`config.mk`:
```
export PLATFORM = sky130hd
export DESIGN_NAME = core_avalon_bridge_flat
export DESIGN_NICKNAME = d
export VERILOG_FILES = /design/src/rtl/core_bus_pkg.sv /design/src/rtl/core_avalon_bridge_if.sv /design/src/rtl/bridge_watchdog.sv /design/src/rtl/core_avalon_bridge.sv /design/src/flat_wrapper.sv
export SDC_FILE = /design/constraint.sdc
export NUM_CORES = 1
export LEC_CHECK = 0
export BUFFER_PORTS_ARGS = -buffer_cell sky130_fd_sc_hd__buf_2
export CORE_MARGIN = 2
export CORE_UTILIZATION = 35
export CTS_CLUSTER_SIZE = 20
export DETAILED_ROUTE_END_ITERATION = 10
export HOLD_SLACK_MARGIN = 0.1
export PLACE_DENSITY = 0.7
export SYNTH_ARGS = -nofsm -noshare
export SYNTH_HDL_FRONTEND = slang
export SYNTH_HIERARCHICAL = 1
export SYNTH_SLANG_ARGS = --single-unit
```
`constraint.sdc`:
```
create_clock -name clk -period 1.4 [get_ports clk]
set_input_delay 0.14 -clock clk [delete_from_list [all_inputs] [get_ports clk]]
set_output_delay 0.14 -clock clk [all_outputs]
set_load 0.05 [all_outputs]
```
`src/rtl/core_bus_pkg.sv`:
```
// Shared types and constants for the core start/ready word bus and its
// Avalon-MM bridge.
//
// Contents:
//   word_addr_t    - 30-bit word address used on the core side
//   word_t         - 32-bit data word
//   bridge_state_t - bridge FSM states
//   BYTEEN_ALL     - full-word Avalon byte enable
//   word_to_byte_addr() - word address to Avalon byte address
package core_bus_pkg;

   typedef logic [29:0] word_addr_t;
   typedef logic [31:0] word_t;

   typedef enum logic [1:0] {
      IDLE,
      REQ,
      RDWAIT,
      RESP
   } bridge_state_t;

   localparam logic [3:0] BYTEEN_ALL = 4'b1111;

   // Core addresses whole words; Avalon addresses bytes.
   function automatic word_t word_to_byte_addr(input word_addr_t waddr);
      return {waddr, 2'b00};
   endfunction

endpackage

```
`src/rtl/core_avalon_bridge_if.sv`:
```
// Avalon-MM master-side bus bundle between core_avalon_bridge and the
// platform interconnect.
//
// Signals:
//   avl_address       byte address              (master -> slave)
//   avl_read          read request              (master -> slave)
//   avl_write         write request             (master -> slave)
//   avl_writedata     write data                (master -> slave)
//   avl_byteenable    byte enables              (master -> slave)
//   avl_waitrequest   slave stall               (slave -> master)
//   avl_readdata      read data                 (slave -> master)
//   avl_readdatavalid read data strobe          (slave -> master)
//
// Modports: master (the bridge), slave (the interconnect or a bench model).
interface core_avalon_bridge_if;
   import core_bus_pkg::*;

   word_t      avl_address;
   logic       avl_read;
   logic       avl_write;
   word_t      avl_writedata;
   logic [3:0] avl_byteenable;
   logic       avl_waitrequest;
   word_t      avl_readdata;
   logic       avl_readdatavalid;

   modport master (
      output avl_address,
      output avl_read,
      output avl_write,
      output avl_writedata,
      output avl_byteenable,
      input  avl_waitrequest,
      input  avl_readdata,
      input  avl_readdatavalid
   );

   modport slave (
      input  avl_address,
      input  avl_read,
      input  avl_write,
      input  avl_writedata,
      input  avl_byteenable,
      output avl_waitrequest,
      output avl_readdata,
      output avl_readdatavalid
   );

endinterface

```
`src/rtl/bridge_watchdog.sv`:
```
// Per-transaction watchdog for core_avalon_bridge.
//
// Counts clock cycles while enabled and flags expiry once the count reaches
// TIMEOUT_CYCLES-1. The count saturates at the limit so the flag stays set
// until the next clear.
//
// Ports:
//   clk      input   clock
//   rst      input   synchronous active-high reset
//   clear    input   restart the count from zero (has priority over enable)
//   enable   input   count this cycle
//   expired  output  count has reached TIMEOUT_CYCLES-1
module bridge_watchdog #(
   parameter int TIMEOUT_CYCLES = 1024
) (
   input  logic clk,
   input  logic rst,
   input  logic clear,
   input  logic enable,
   output logic expired
);

   localparam int CNT_W = $clog2(TIMEOUT_CYCLES + 1);
   localparam logic [CNT_W-1:0] LIMIT = CNT_W'(TIMEOUT_CYCLES - 1);

   logic [CNT_W-1:0] cnt_q;
   logic [CNT_W-1:0] cnt_d;

   assign expired = (cnt_q == LIMIT);

   always_comb begin
      cnt_d = cnt_q;
      if (clear) begin
         cnt_d = '0;
      end else if (enable && !expired) begin
         cnt_d = cnt_q + 1'b1;
      end
   end

   always_ff @(posedge clk) begin
      if (rst) begin
         cnt_q <= '0;
      end else begin
         cnt_q <= cnt_d;
      end
   end

endmodule

```
`src/rtl/core_avalon_bridge.sv`:
```
// Bus responder for the core's start/ready word bus. Each core_start pulse
// is latched and replayed as a single Avalon-MM read or write; completion is
// reported with a one-cycle core_ready pulse. One transaction in flight at a
// time, no bursts, no pipelining. All outputs come straight from flops.
//
// Build option: define CORE_BRIDGE_TIMEOUT_EN to add a per-transaction
// watchdog. On expiry the pending request is dropped and the transaction
// completes with core_err=1 (reads return ERR_DATA). Without the macro the
// bridge waits indefinitely and core_err is always 0.
//
// Ports:
//   clk           input   clock, all logic on posedge
//   rst           input   synchronous active-high reset
//   core_addr     input   word address, sampled on core_start
//   core_data_wr  input   write data, sampled on core_start
//   core_write    input   1=write 0=read, sampled on core_start
//   core_start    input   one-cycle request pulse (honoured only when idle)
//   core_ready    output  one-cycle completion pulse
//   core_data_rd  output  last read data, held until the next read completes
//   core_err      output  one-cycle pulse with core_ready on timeout
//   avl           master  Avalon-MM bus (see core_avalon_bridge_if)
module core_avalon_bridge
   import core_bus_pkg::*;
#(
   parameter int    TIMEOUT_CYCLES = 1024,
   parameter word_t ERR_DATA       = 32'hDEADBEEF
) (
   input  logic                        clk,
   input  logic                        rst,
   input  word_addr_t                  core_addr,
   input  word_t                       core_data_wr,
   input  logic                        core_write,
   input  logic                        core_start,
   output logic                        core_ready,
   output word_t                       core_data_rd,
   output logic                        core_err,
   core_avalon_bridge_if.master        avl
);

   bridge_state_t state_q, state_d;
   logic          is_write_q, is_write_d;
   logic          avl_read_q, avl_read_d;
   logic          avl_write_q, avl_write_d;
   word_t         avl_address_q, avl_address_d;
   word_t         avl_writedata_q, avl_writedata_d;
   word_t         core_data_rd_q, core_data_rd_d;
   logic          core_ready_q, core_ready_d;
   logic          core_err_q, core_err_d;
   logic          timeout_hit;

`ifdef CORE_BRIDGE_TIMEOUT_EN
   logic wd_clear;
   logic wd_enable;
   logic wd_expired;

   // Restart the count on the IDLE->REQ transition so the first REQ cycle
   // sees zero; count every cycle spent waiting on the slave.
   assign wd_clear  = (state_q == IDLE) && core_start;
   assign wd_enable = (state_q == REQ) || (state_q == RDWAIT);

   bridge_watchdog #(
      .TIMEOUT_CYCLES(TIMEOUT_CYCLES)
   ) u_watchdog (
      .clk     (clk),
      .rst     (rst),
      .clear   (wd_clear),
      .enable  (wd_enable),
      .expired (wd_expired)
   );

   assign timeout_hit = wd_expired;
`else
   // The limit only matters with the watchdog built in; kept as a parameter
   // so both builds share one instantiation footprint.
   logic unused_timeout_cfg;
   assign unused_timeout_cfg = ^TIMEOUT_CYCLES;
   assign timeout_hit        = 1'b0;
`endif

   always_comb begin
      state_d         = state_q;
      is_write_d      = is_write_q;
      avl_read_d      = avl_read_q;
      avl_write_d     = avl_write_q;
      avl_address_d   = avl_address_q;
      avl_writedata_d = avl_writedata_q;
      core_data_rd_d  = core_data_rd_q;
      core_ready_d    = 1'b0;
      core_err_d      = 1'b0;

      case (state_q)
         IDLE: begin
            if (core_start) begin
               is_write_d      = core_write;
               avl_address_d   = word_to_byte_addr(core_addr);
               avl_writedata_d = core_data_wr;
               avl_write_d     = core_write;
               avl_read_d      = !core_write;
               state_d         = REQ;
            end
         end

         REQ: begin
            // Acceptance takes priority over a coincident watchdog expiry.
            if (!avl.avl_waitrequest) begin
               avl_read_d  = 1'b0;
               avl_write_d = 1'b0;
               if (is_write_q) begin
                  core_ready_d = 1'b1;
                  state_d      = RESP;
               end else if (avl.avl_readdatavalid) begin
                  // Zero-latency slave: data returned with the accept.
                  core_data_rd_d = avl.avl_readdata;
                  core_ready_d   = 1'b1;
                  state_d        = RESP;
               end else begin
                  state_d = RDWAIT;
               end
            end else if (timeout_hit) begin
               avl_read_d   = 1'b0;
               avl_write_d  = 1'b0;
               core_ready_d = 1'b1;
               core_err_d   = 1'b1;
               if (!is_write_q) begin
                  core_data_rd_d = ERR_DATA;
               end
               state_d = RESP;
            end
         end

         RDWAIT: begin
            // Late data in the expiry cycle still counts as a normal finish.
            if (avl.avl_readdatavalid) begin
               core_data_rd_d = avl.avl_readdata;
               core_ready_d   = 1'b1;
               state_d        = RESP;
            end else if (timeout_hit) begin
               core_data_rd_d = ERR_DATA;
               core_ready_d   = 1'b1;
               core_err_d     = 1'b1;
               state_d        = RESP;
            end
         end

         RESP: begin
            state_d = IDLE;
         end

         default: begin
            state_d = IDLE;
         end
      endcase
   end

   always_ff @(posedge clk) begin
      if (rst) begin
         state_q         <= IDLE;
         is_write_q      <= 1'b0;
         avl_read_q      <= 1'b0;
         avl_write_q     <= 1'b0;
         avl_address_q   <= '0;
         avl_writedata_q <= '0;
         core_data_rd_q  <= '0;
         core_ready_q    <= 1'b0;
         core_err_q      <= 1'b0;
      end else begin
         state_q         <= state_d;
         is_write_q      <= is_write_d;
         avl_read_q      <= avl_read_d;
         avl_write_q     <= avl_write_d;
         avl_address_q   <= avl_address_d;
         avl_writedata_q <= avl_writedata_d;
         core_data_rd_q  <= core_data_rd_d;
         core_ready_q    <= core_ready_d;
         core_err_q      <= core_err_d;
      end
   end

   assign core_ready         = core_ready_q;
   assign core_data_rd       = core_data_rd_q;
   assign core_err           = core_err_q;
   assign avl.avl_address    = avl_address_q;
   assign avl.avl_read       = avl_read_q;
   assign avl.avl_write      = avl_write_q;
   assign avl.avl_writedata  = avl_writedata_q;
   assign avl.avl_byteenable = BYTEEN_ALL;

   // A start while busy is dropped by the FSM; flag it to the core designer.
   assert property (@(posedge clk) disable iff (rst)
                    core_start |-> (state_q == IDLE))
      else $warning("core_avalon_bridge: core_start while busy ignored");

endmodule
```
`src/flat_wrapper.sv`:
```
// flat-port wrapper written by rule: the top's interface ports become plain ports
module core_avalon_bridge_flat import core_bus_pkg::*;
#(
   parameter int    TIMEOUT_CYCLES = 1024,
   parameter word_t ERR_DATA       = 32'hDEADBEEF
)
  (clk, rst, core_addr, core_data_wr, core_write, core_start, core_ready, core_data_rd, core_err, avl_avl_address, avl_avl_read, avl_avl_write, avl_avl_writedata, avl_avl_byteenable, avl_avl_waitrequest, avl_avl_readdata, avl_avl_readdatavalid);
  core_avalon_bridge_if avl_i ();
  input  logic clk;
  input  logic rst;
  input  word_addr_t core_addr;
  input  word_t core_data_wr;
  input  logic core_write;
  input  logic core_start;
  output logic core_ready;
  output word_t core_data_rd;
  output logic core_err;
  output wire logic [$bits(avl_i.avl_address)-1:0] avl_avl_address;
  output wire logic [$bits(avl_i.avl_read)-1:0] avl_avl_read;
  output wire logic [$bits(avl_i.avl_write)-1:0] avl_avl_write;
  output wire logic [$bits(avl_i.avl_writedata)-1:0] avl_avl_writedata;
  output wire logic [$bits(avl_i.avl_byteenable)-1:0] avl_avl_byteenable;
  input wire logic [$bits(avl_i.avl_waitrequest)-1:0] avl_avl_waitrequest;
  input wire logic [$bits(avl_i.avl_readdata)-1:0] avl_avl_readdata;
  input wire logic [$bits(avl_i.avl_readdatavalid)-1:0] avl_avl_readdatavalid;
  assign avl_avl_address = avl_i.avl_address;
  assign avl_avl_read = avl_i.avl_read;
  assign avl_avl_write = avl_i.avl_write;
  assign avl_avl_writedata = avl_i.avl_writedata;
  assign avl_avl_byteenable = avl_i.avl_byteenable;
  assign avl_i.avl_waitrequest = avl_avl_waitrequest;
  assign avl_i.avl_readdata = avl_avl_readdata;
  assign avl_i.avl_readdatavalid = avl_avl_readdatavalid;
  core_avalon_bridge #(.TIMEOUT_CYCLES(TIMEOUT_CYCLES), .ERR_DATA(ERR_DATA)) u_core (.clk(clk), .rst(rst), .core_addr(core_addr), .core_data_wr(core_data_wr), .core_write(core_write), .core_start(core_start), .core_ready(core_ready), .core_data_rd(core_data_rd), .core_err(core_err), .avl(avl_i));
endmodule
```
==> flow_metrics.py, run 1 <==
metrics = {
    "timing": {
        "finalClockSkew_ns": 0.0100,
        "final-hold-violation-count": 0,
        "grt_setup_unrepaired": "true",
        "period_share_pct": 105,
        "setup_viol": 35,
        "timing_max_transition_violations_final": 0,
        "final.setup.worst_slack_ns": -0.0694,
        "tns_setup_ns": -1.04,
        "period_needed_ns": 1.47,
        "fmaxAchievable_ghz": 0.681,
    },
    "synth": {
        "yosysUniqueCellTypes": 30,
        "synthesis.instances": 459,
        "ys_seq_elements": 100,
        "synth_top_cells_by_area": "dfxtp_1 (50%), nand2_1 (12%), nand2b_1 (10%), a21oi_1 (8.2%), mux2i_1 (8.0%)",
        "synthesis.yosys.warnings": 6,
        "synth.yosys.seq_area_share_pct": 50.0,
        "yosysTopAreaCell": "dfxtp_1",
        "synthesis.area_per_instance_um2": 8.73,
        "netlist.area_leader.share_pct": 50.0,
        "total_standard_cell_area_after_synthesis_um2": 4010,
    },
    "cts": {
        "clkLatencyLatePin_ns": 0.34,
        "cts-buffers-inserted": 9,
        "tritoncts_num_sinks": 100,
        "root_driver": "clkbuf_16",
        "cts_tree": "built",
        "path_clk_slew_ns": 0.07,
        "htree_num_levels": 3,
        "max-clock-path-buffers": 2,
    },
    "detailed_routing": {
        "post_drt_wl_per_cell_um": 14.7,
        "ratio_of_routed_vias_to_standard_cells": 4.75,
        "detailedRoute.firstIterationViolations": 325,
        "firstDrtPassIters": 4,
        "drt-total-wl_um": 13300,
        "dr_total_vias": 4295,
        "postRouteAntennaNets": 0,
        "detail_route.drc_violations": 0,
    },
    "placed_design": {
        "finalWeightedCongestion": 0.798,
        "dpl_cell_area_um2": 5150,
        "pre_cts_slack_ns": -0.148,
        "detailedPlacementHpwl_um": 7170,
        "place.port_buffers": 196,
    },
    "global_routing": {
        "global_route.overflow_total": 0,
        "grt_start_max_net_pins": 50,
        "antenna_found_initial": 0,
        "grt_first_pass_wirelength_um": 18800,
        "track_usage_pct": 18.5,
        "grt_pass1_vias": 4145,
    },
    "final_layout": {
        "area_delta_synth_final_pct": 70.5,
        "num-fill-cells": 934,
        "antennaDiodeCount": 0,
        "cell_area_after_layout_um2": 6830,
        "drive_gt1_share_pct": 34.8,
        "finish.utilization_pct": 60.6,
        "finalNetCount": 862,
    },
    "worst_setup_path": {
        "setup.worst_path.end_class": "flip-flop",
        "r2r_slack_ns": -0.07,
        "timing.setup.critical_path_class": "reg -> reg",
        "worst-endpoint-required_ns": 1.66,
        "path_max_fanout": 7,
        "critPathArrivalTime_ns": 1.73,
        "critical_path.startpoint_type": "flip-flop",
    },
    "die": {
        "fp-row-count": 39,
        "die-height_um": 111,
        "die_w_um": 111,
        "core_area_um2": 11300,
        "io_pins": 204,
        "floorplan.die_area_um2": 12300,
        "initial_utilization_pct": 35.6,
    },
    "run": {
        "maxCapViolCount": 0,
    },
    "min_path": {
        "min-delay-path-class": "in -> reg",
    },
    "power": {
        "cellLeakagePower_nw": 3.08,
        "vdd.ir_drop.worst_uv": 872,
        "power_density_nw_per_um2": 1790,
    },
    "run_status": {
        "violations": "negative setup slack",
        "status": "finished, violations left",
    },
}
-- area by class of cell --
type / count / area [um2] / area share, %
Clock inverter: 6 / 90.1 / 1.32
Sequential cell: 100 / 2010 / 29.4
Tap cell: 143 / 179 / 2.62
Clock buffer: 9 / 225 / 3.30
Inverter: 2 / 10.0 / 0.147
Multi-Input combinational cell: 325 / 1880 / 27.5
Timing Repair Buffer: 320 / 2440 / 35.8
-- per-stage QoR --
| step | total power [mW] | hold slack [ns] | std cells |
|---|---|---|---|
| after CTS | 11.2 | 0.119 | 889 |
| final | 12.2 | 0.165 | 905 |
| after global routing | 12.8 | 0.169 | 905 |
| after detailed placement | 8.29 | 0.387 | 779 |
| after global placement | 8.18 | 0.379 | 779 |
| after floorplan | 7.15 | 0.276 | 464 |
-- worst max-delay path, cell delays in order (launching register included) --
cell and delay, ns:
dfxtp_2 0.34, inv_4 0.08, ha_4 0.17, nor3b_4 0.19, o21a_4 0.24, buf_12 0.15, mux2i_1 0.22
-- flip-flops by register name, indices dropped and copies added (netlist names) --
register	cells
u_core/avl.avl_address	30
u_core/core_data_rd	32
u_core/core_ready	1
u_core/state_q	2
u_core/avl.avl_read	1
u_core/avl.avl_writedata	32
u_core/is_write_q	1
u_core/avl.avl_write	1
-- worst paths after layout --
path | from | to | cells after the start
setup / recovery | u_core/state_q[1]$_SDFFE_PP0P_ | u_core/core_data_rd[21]$_SDFFE_PP0P_ | 6
hold / removal | avl_avl_readdatavalid | u_core/core_ready$_SDFF_PP0_ | 3
setup reg to reg | u_core/state_q[1]$_SDFFE_PP0P_ | u_core/core_data_rd[21]$_SDFFE_PP0P_ | 6
hold reg to reg | u_core/avl.avl_writedata[14]$_SDFFE_PP0P_ | u_core/avl.avl_writedata[14]$_SDFFE_PP0P_ | 2
-- Yosys cell counts, drive strengths merged --
cell,count
nor2b,2
nand2,128
a41oi,1
nand2b,66
conb,2
or4,1
a311oi,1
clkbuf,12
mux2i,32
o21ai,1
nor2,2
inv,2
and2,2
nand4b,1
a31o,1
buf,26
ha,4
dfxtp,100
a21oi,66
nor3b,3
nand4,1
a2bb2oi,1
o31ai,2
o21a,1
or2,1
-- cell usage in the layout (no fill, tap or decap), types with 2 or more instances in the layout --
cell type,Yosys,layout
buf_2,15,195
conb_1,2,7
clkbuf_16,0,18
mux2i_1,32,32
dlygate4sd3_1,0,95
buf_4,7,7
buf_6,1,4
nand2b_1,66,65
bufinv_16,0,2
clkinvlp_4,0,4
dfxtp_1,100,98
nor3b_1,2,2
buf_12,3,9
a21oi_2,0,9
o31ai_1,2,2
a21oi_1,66,57
nand2_1,128,127
nor2_1,2,2
ha_1,4,2
-- logic make-up after synthesis --
| logic type | share of synthesized area [%] |
|---|---|
| simple gates | 24.5 |
| other cells | 0.187 |
| buf+inv | 6.28 |
| compound gates | 9.80 |
| mux | 7.99 |
| flops | 50.0 |
| fa+ha+maj | 1.25 |
-- report_power, final --
| group | total [mW] | switching (mW) | internal [mW] |
|---|---|---|---|
| combinational | 5.94 | 3.68 | 2.26 |
| sequential | 3.68 | 0.296 | 3.39 |
| clock | 2.62 | 1.06 | 1.56 |
-- layer usage --
layer  track usage [%]  share of wire, %  vias to the layer above
met3              5.47               6.9                       49
met4              9.25               3.6                        0
met2              31.6                48                      225
met1              20.9                41                     1945
met5                 0                 0                        -
li1                  -                 -                     2076
-- timing repair --
action,CTS,global route
pin swaps,2,2
endpoints found under the setup margin,35,96
cloned,0,14
hold endpoints to repair,96,0
setup buffers,0,2
hold buffers,95,0
gates resized for setup,6,23
No activity file was read; power rests on OpenSTA's default activity.
==> run 2, diff against run 1 <==
--- a/config.mk
+++ b/config.mk
@@ -12,6 +12,8 @@
 export DETAILED_ROUTE_END_ITERATION = 10
 export HOLD_SLACK_MARGIN = 0.1
 export PLACE_DENSITY = 0.7
+export REMOVE_ABC_BUFFERS = 1
+export SLEW_MARGIN = 10
 export SYNTH_ARGS = -nofsm -noshare
 export SYNTH_HDL_FRONTEND = slang
 export SYNTH_HIERARCHICAL = 1
==> flow_metrics.py, run 2 (synthesized netlist as in run 1, its figures left out) <==
metrics = {
    "detailed_routing": {
        "detail_route.drc_violations": 0,
        "detailedRoute.firstIterationViolations": 297,
        "dr_total_vias": 4189,
        "firstDrtPassIters": 5,
        "post_drt_wl_per_cell_um": 13.6,
        "drt-total-wl_um": 12200,
        "postRouteAntennaNets": 0,
        "ratio_of_routed_vias_to_standard_cells": 4.66,
    },
    "die": {
        "floorplan.die_area_um2": 12300,
        "io_pins": 204,
        "initial_utilization_pct": 35.6,
        "core_area_um2": 11300,
        "die-height_um": 111,
        "fp-row-count": 39,
        "die_w_um": 111,
    },
    "final_layout": {
        "seq_area_um2": 2000,
        "cell_area_after_layout_um2": 6600,
        "mostFrequentLayoutCell": "buf_2",
        "mostFrequentLayoutCells": "buf_2 (195), nand2_1 (127), dfxtp_1 (98)",
        "drive_gt1_share_pct": 33.6,
        "num-fill-cells": 891,
        "area_delta_synth_final_pct": 64.7,
        "finalNetCount": 854,
        "multiInputGateArea_um2": 1860,
        "antennaDiodeCount": 0,
    },
    "power": {
        "vdd.ir_drop.worst_uv": 911,
        "power_density_nw_per_um2": 1740,
        "cellLeakagePower_nw": 2.99,
    },
    "timing": {
        "final-hold-violation-count": 0,
        "final.setup.worst_slack_ns": -0.0942,
        "grt_setup_unrepaired": "true",
        "period_share_pct": 107,
        "timing_max_transition_violations_final": 0,
        "fmaxAchievable_ghz": 0.669,
        "hold_slack_ns": 0.155,
        "setup_viol": 47,
        "finalClockSkew_ns": 0.00798,
        "period_needed_ns": 1.49,
    },
    "run": {
        "maxCapViolCount": 0,
    },
    "placed_design": {
        "place.port_buffers": 196,
        "dpl_cell_area_um2": 5140,
        "finalWeightedCongestion": 0.829,
        "detailedPlacementHpwl_um": 7220,
    },
    "cts": {
        "htree_num_levels": 3,
        "cts_tree": "built",
        "path_clk_slew_ns": 0.07,
        "max-clock-path-buffers": 2,
        "cts-buffers-inserted": 9,
        "clkLatencyLatePin_ns": 0.33,
        "tritoncts_num_sinks": 100,
        "root_driver": "clkbuf_16",
    },
    "worst_setup_path": {
        "path_max_fanout": 5,
        "setup.worst_path.end_class": "flip-flop",
        "worst-endpoint-required_ns": 1.65,
        "critical_path.startpoint_type": "flip-flop",
        "r2r_slack_ns": -0.09,
        "critPathArrivalTime_ns": 1.74,
        "timing.setup.critical_path_class": "reg -> reg",
    },
    "global_routing": {
        "grt_pass1_vias": 4185,
        "track_usage_pct": 19.0,
        "grt_start_max_net_pins": 67,
        "grt_first_pass_wirelength_um": 19500,
        "global_route.overflow_total": 0,
        "antenna_found_initial": 0,
    },
    "min_path": {
        "min-delay-path-class": "in -> reg",
    },
    "run_status": {
        "status": "finished, violations left",
        "violations": "negative setup slack",
    },
}
==> run 2: cell types whose count changed in the layout (fill, tap and decap cells not counted), moves of 3 or more <==
cell	delta
clkinvlp_4	-3
a21oi_1	+6
buf_4	+3
clkbuf_16	-6
a21oi_2	-6
==> run 2: layout make-up <==
| cell class | count | share of cell area (%) |
|---|---|---|
| clock buffers | 13 | 3.94 |
| multi-input cells | 324 | 28.2 |
| well taps | 143 | 2.71 |
| flip-flops and latches | 100 | 30.4 |
| inverters | 2 | 0.152 |
| clock inverters | 3 | 0.322 |
| repair buffers | 313 | 34.4 |
==> run 2: per-stage QoR <==
stage          utilization, %  TNS [ns]  setup slack (ns)  total power [mW]  instances
2_1_floorplan               -    -69.03            -0.836              6.88        426
3_3_place_gp             45.6     -2.55           -0.0825              8.22        780
3_5_place_dp             45.6     -6.65            -0.163              8.35        780
4_1_cts                  57.4    -0.163           -0.0396              11.2        893
5_1_grt                  58.6     -8.72            -0.146              12.0        898
6_report                 58.6     -2.15           -0.0942              11.5        898
==> run 2: worst max-delay path, stage by stage, from the launching register on <==
cell,delay [ns]
dfxtp_2,0.33
inv_1,0.11
ha_1,0.19
nor2b_1,0.18
o21a_4,0.23
buf_12,0.14
mux2i_1,0.22
==> run 2: repair_timing <==
item	CTS	global route
cloned	1	3
gates resized for setup	16	10
hold buffers	95	0
endpoints found under the hold margin	95	0
pin swaps	2	2
buffers inserted	1	2
endpoints found under the setup margin	97	98
==> run 2: final timing paths <==
| kind | from | end | cells after the start |
|---|---|---|---|
| setup / recovery | u_core/state_q[0]$_SDFFE_PP0P_ | u_core/core_data_rd[1]$_SDFFE_PP0P_ | 6 |
| hold / removal | core_start | u_core/avl.avl_write$_SDFFE_PP0P_ | 3 |
| hold reg to reg | u_core/avl.avl_writedata[1]$_SDFFE_PP0P_ | u_core/avl.avl_writedata[1]$_SDFFE_PP0P_ | 2 |
| setup reg to reg | u_core/state_q[0]$_SDFFE_PP0P_ | u_core/core_data_rd[1]$_SDFFE_PP0P_ | 6 |
==> run 2: report_power, final <==
| group | total, mW | switching [mW] | internal, mW |
|---|---|---|---|
| sequential | 3.65 | 0.274 | 3.38 |
| combinational | 5.48 | 3.53 | 1.96 |
| clock | 2.33 | 1.02 | 1.30 |
| total | 11.5 | 4.83 | 6.64 |
==> run 2: metal layers <==
layer,global-route usage (%),share of wire (%)
met4,7.92,2.3
met2,34.1,51
met3,5.41,7.5
met5,0,0
met1,20.9,39
==> run 3, diff against run 2 <==
==> constraint.sdc (replaced) <==
create_clock -name clk -period 1.4 [get_ports clk]
set_input_delay 0.28 -clock clk [delete_from_list [all_inputs] [get_ports clk]]
set_output_delay 0.28 -clock clk [all_outputs]
set_load 0.05 [all_outputs]
==> flow_metrics.py, run 3 (synthesized netlist as in run 1, its figures left out) <==
metrics = {
    "run_status": {
        "status": "finished, violations left",
        "violations": "negative setup slack",
    },
    "placed_design": {
        "detailedPlacementHpwl_um": 7120,
        "finalWeightedCongestion": 0.820,
        "place.port_buffers": 196,
    },
    "die": {
        "die_w_um": 111,
        "initial_utilization_pct": 35.6,
        "fp-row-count": 39,
        "core_area_um2": 11300,
        "floorplan.die_area_um2": 12300,
        "io_pins": 204,
        "die-height_um": 111,
    },
    "worst_setup_path": {
        "path_max_fanout": 3,
        "timing.setup.critical_path_class": "reg -> reg",
        "critical_path.startpoint_type": "flip-flop",
        "setup.worst_path.end_class": "flip-flop",
        "worst-endpoint-required_ns": 1.60,
        "critPathArrivalTime_ns": 1.67,
    },
    "final_layout": {
        "finalNetCount": 755,
        "area_delta_synth_final_pct": 38.4,
        "drive_gt1_share_pct": 38.4,
        "mostFrequentLayoutCell": "buf_2",
        "mostFrequentLayoutCells": "buf_2 (195), nand2_1 (127), dfxtp_1 (98)",
        "num-fill-cells": 1097,
        "antennaDiodeCount": 0,
    },
    "cts": {
        "path_clk_slew_ns": 0.07,
        "clkLatencyLatePin_ns": 0.34,
        "tritoncts_num_sinks": 100,
        "htree_num_levels": 3,
        "root_driver": "clkbuf_16",
        "cts_tree": "built",
        "max-clock-path-buffers": 2,
        "cts-buffers-inserted": 9,
    },
    "timing": {
        "period_needed_ns": 1.47,
        "period_share_pct": 105,
        "fmaxAchievable_ghz": 0.680,
        "finalClockSkew_ns": 0.00695,
        "final-hold-violation-count": 0,
        "grt_setup_unrepaired": "true",
        "setup_viol": 38,
        "hold_slack_ns": 0.177,
        "tns_setup_ns": -0.556,
        "timing_max_transition_violations_final": 0,
        "final.setup.worst_slack_ns": -0.0700,
    },
    "global_routing": {
        "antenna_found_initial": 0,
        "grt_first_pass_wirelength_um": 15900,
        "track_usage_pct": 15.6,
        "grt_pass1_vias": 3493,
        "gr-usage-met1_pct": 18.2,
        "grt_start_max_net_pins": 77,
        "grtUsageMet3_pct": 5.36,
        "global_route.overflow_total": 0,
        "grt_use_met2_pct": 26.3,
        "globalRoute.busiestLayer": "met2",
    },
    "power": {
        "p_int_mw": 6.28,
        "combinationalPowerShare_pct": 45.2,
        "power_frac_seq_pct": 33.5,
        "clock_power_share_pct": 21.3,
        "cellLeakagePower_nw": 2.54,
        "net-switching-power_mw": 4.58,
        "power_density_nw_per_um2": 1960,
        "vdd.ir_drop.worst_uv": 760,
        "switching_share_of_power_pct": 42.2,
        "totalPowerFinal_mw": 10.9,
    },
    "run": {
        "maxCapViolCount": 0,
    },
    "detailed_routing": {
        "detail_route.drc_violations": 0,
        "firstDrtPassIters": 5,
        "drt-total-wl_um": 9780,
        "postRouteAntennaNets": 0,
        "post_drt_wl_per_cell_um": 12.2,
        "detailedRoute.firstIterationViolations": 173,
        "dr_total_vias": 3628,
        "ratio_of_routed_vias_to_standard_cells": 4.54,
    },
    "min_path": {
        "min-delay-path-class": "in -> reg",
    },
}
[run 3: changes by cell type in the layout (fill, tap and decap cells not counted), sizes merged]
cell         before  now
dlygate4sd3      95    0
buf             215  214
clkbuf           16   13
[run 3: layout make-up]
class                   instances  area, um2  share of cell area (%)
clock buffers                  13        260                    4.69
clock inverters                 3       21.3                   0.383
well taps                     143        179                    3.23
inverters                       2       10.0                   0.180
repair buffers                214       1230                    22.2
multi-input cells             324       1840                    33.2
flip-flops and latches        100       2000                    36.1
[run 3: worst max-delay path, cell delays in order (launching register included)]
cell and delay [ns]:
dfxtp_2 0.34, inv_1 0.07, buf_4 0.14, ha_1 0.20, or2_2 0.29, a41oi_1 0.23, a311oi_1 0.08
[run 3: through the flow]
| step | area, um2 | util (%) | cells | setup WS, ns |
|---|---|---|---|---|
| after global routing | 5550 | 49.2 | 799 | -0.109 |
| after global placement | 5140 | 45.6 | 781 | -0.0449 |
| after detailed placement | 5140 | 45.6 | 781 | -0.132 |
| final | 5550 | 49.2 | 799 | -0.0700 |
| after CTS | 5490 | 48.7 | 799 | -0.0457 |
| after floorplan | 3780 | - | 426 | -0.836 |
[run 3: power by group through the flow]
stage               clock network [mW]  logic, mW  registers, mW
floorplan                            0       1.52           5.36
global placement                     0       4.57           3.66
detailed placement                   0       4.66           3.68
CTS                               2.41       4.86           3.63
global route                      2.52       5.23           3.70
finish                            2.31       4.91           3.64
[run 3: final timing paths]
check / from / endpoint / slack [ns] / cells after the start
max reg2reg: u_core/state_q[0]$_SDFFE_PP0P_ / u_core/state_q[0]$_SDFFE_PP0P_ / -0.07 / 6
max: u_core/state_q[0]$_SDFFE_PP0P_ / u_core/state_q[0]$_SDFFE_PP0P_ / -0.07 / 6
min reg2reg: u_core/avl.avl_writedata[24]$_SDFFE_PP0P_ / u_core/avl.avl_writedata[24]$_SDFFE_PP0P_ / 0.45 / 2
min: core_data_wr[16] / u_core/avl.avl_writedata[16]$_SDFFE_PP0P_ / 0.18 / 3
[run 3: metal layers]
metal | vias to the layer above | wire length [um]
met4 | 0 | 203
met1 | 1596 | 4030
li1 | 1856 | -
met5 | - | 0
met2 | 157 | 4630
met3 | 19 | 916
[run 3: repair_timing]
item                                   4_1_cts  5_1_grt
endpoints found under the hold margin        0        0
pin swaps                                    1        1
cloned                                       1        0
hold buffers                                 0        0
buffers inserted                             1        0
setup endpoints to repair                   97       98
resized for setup                            8       18
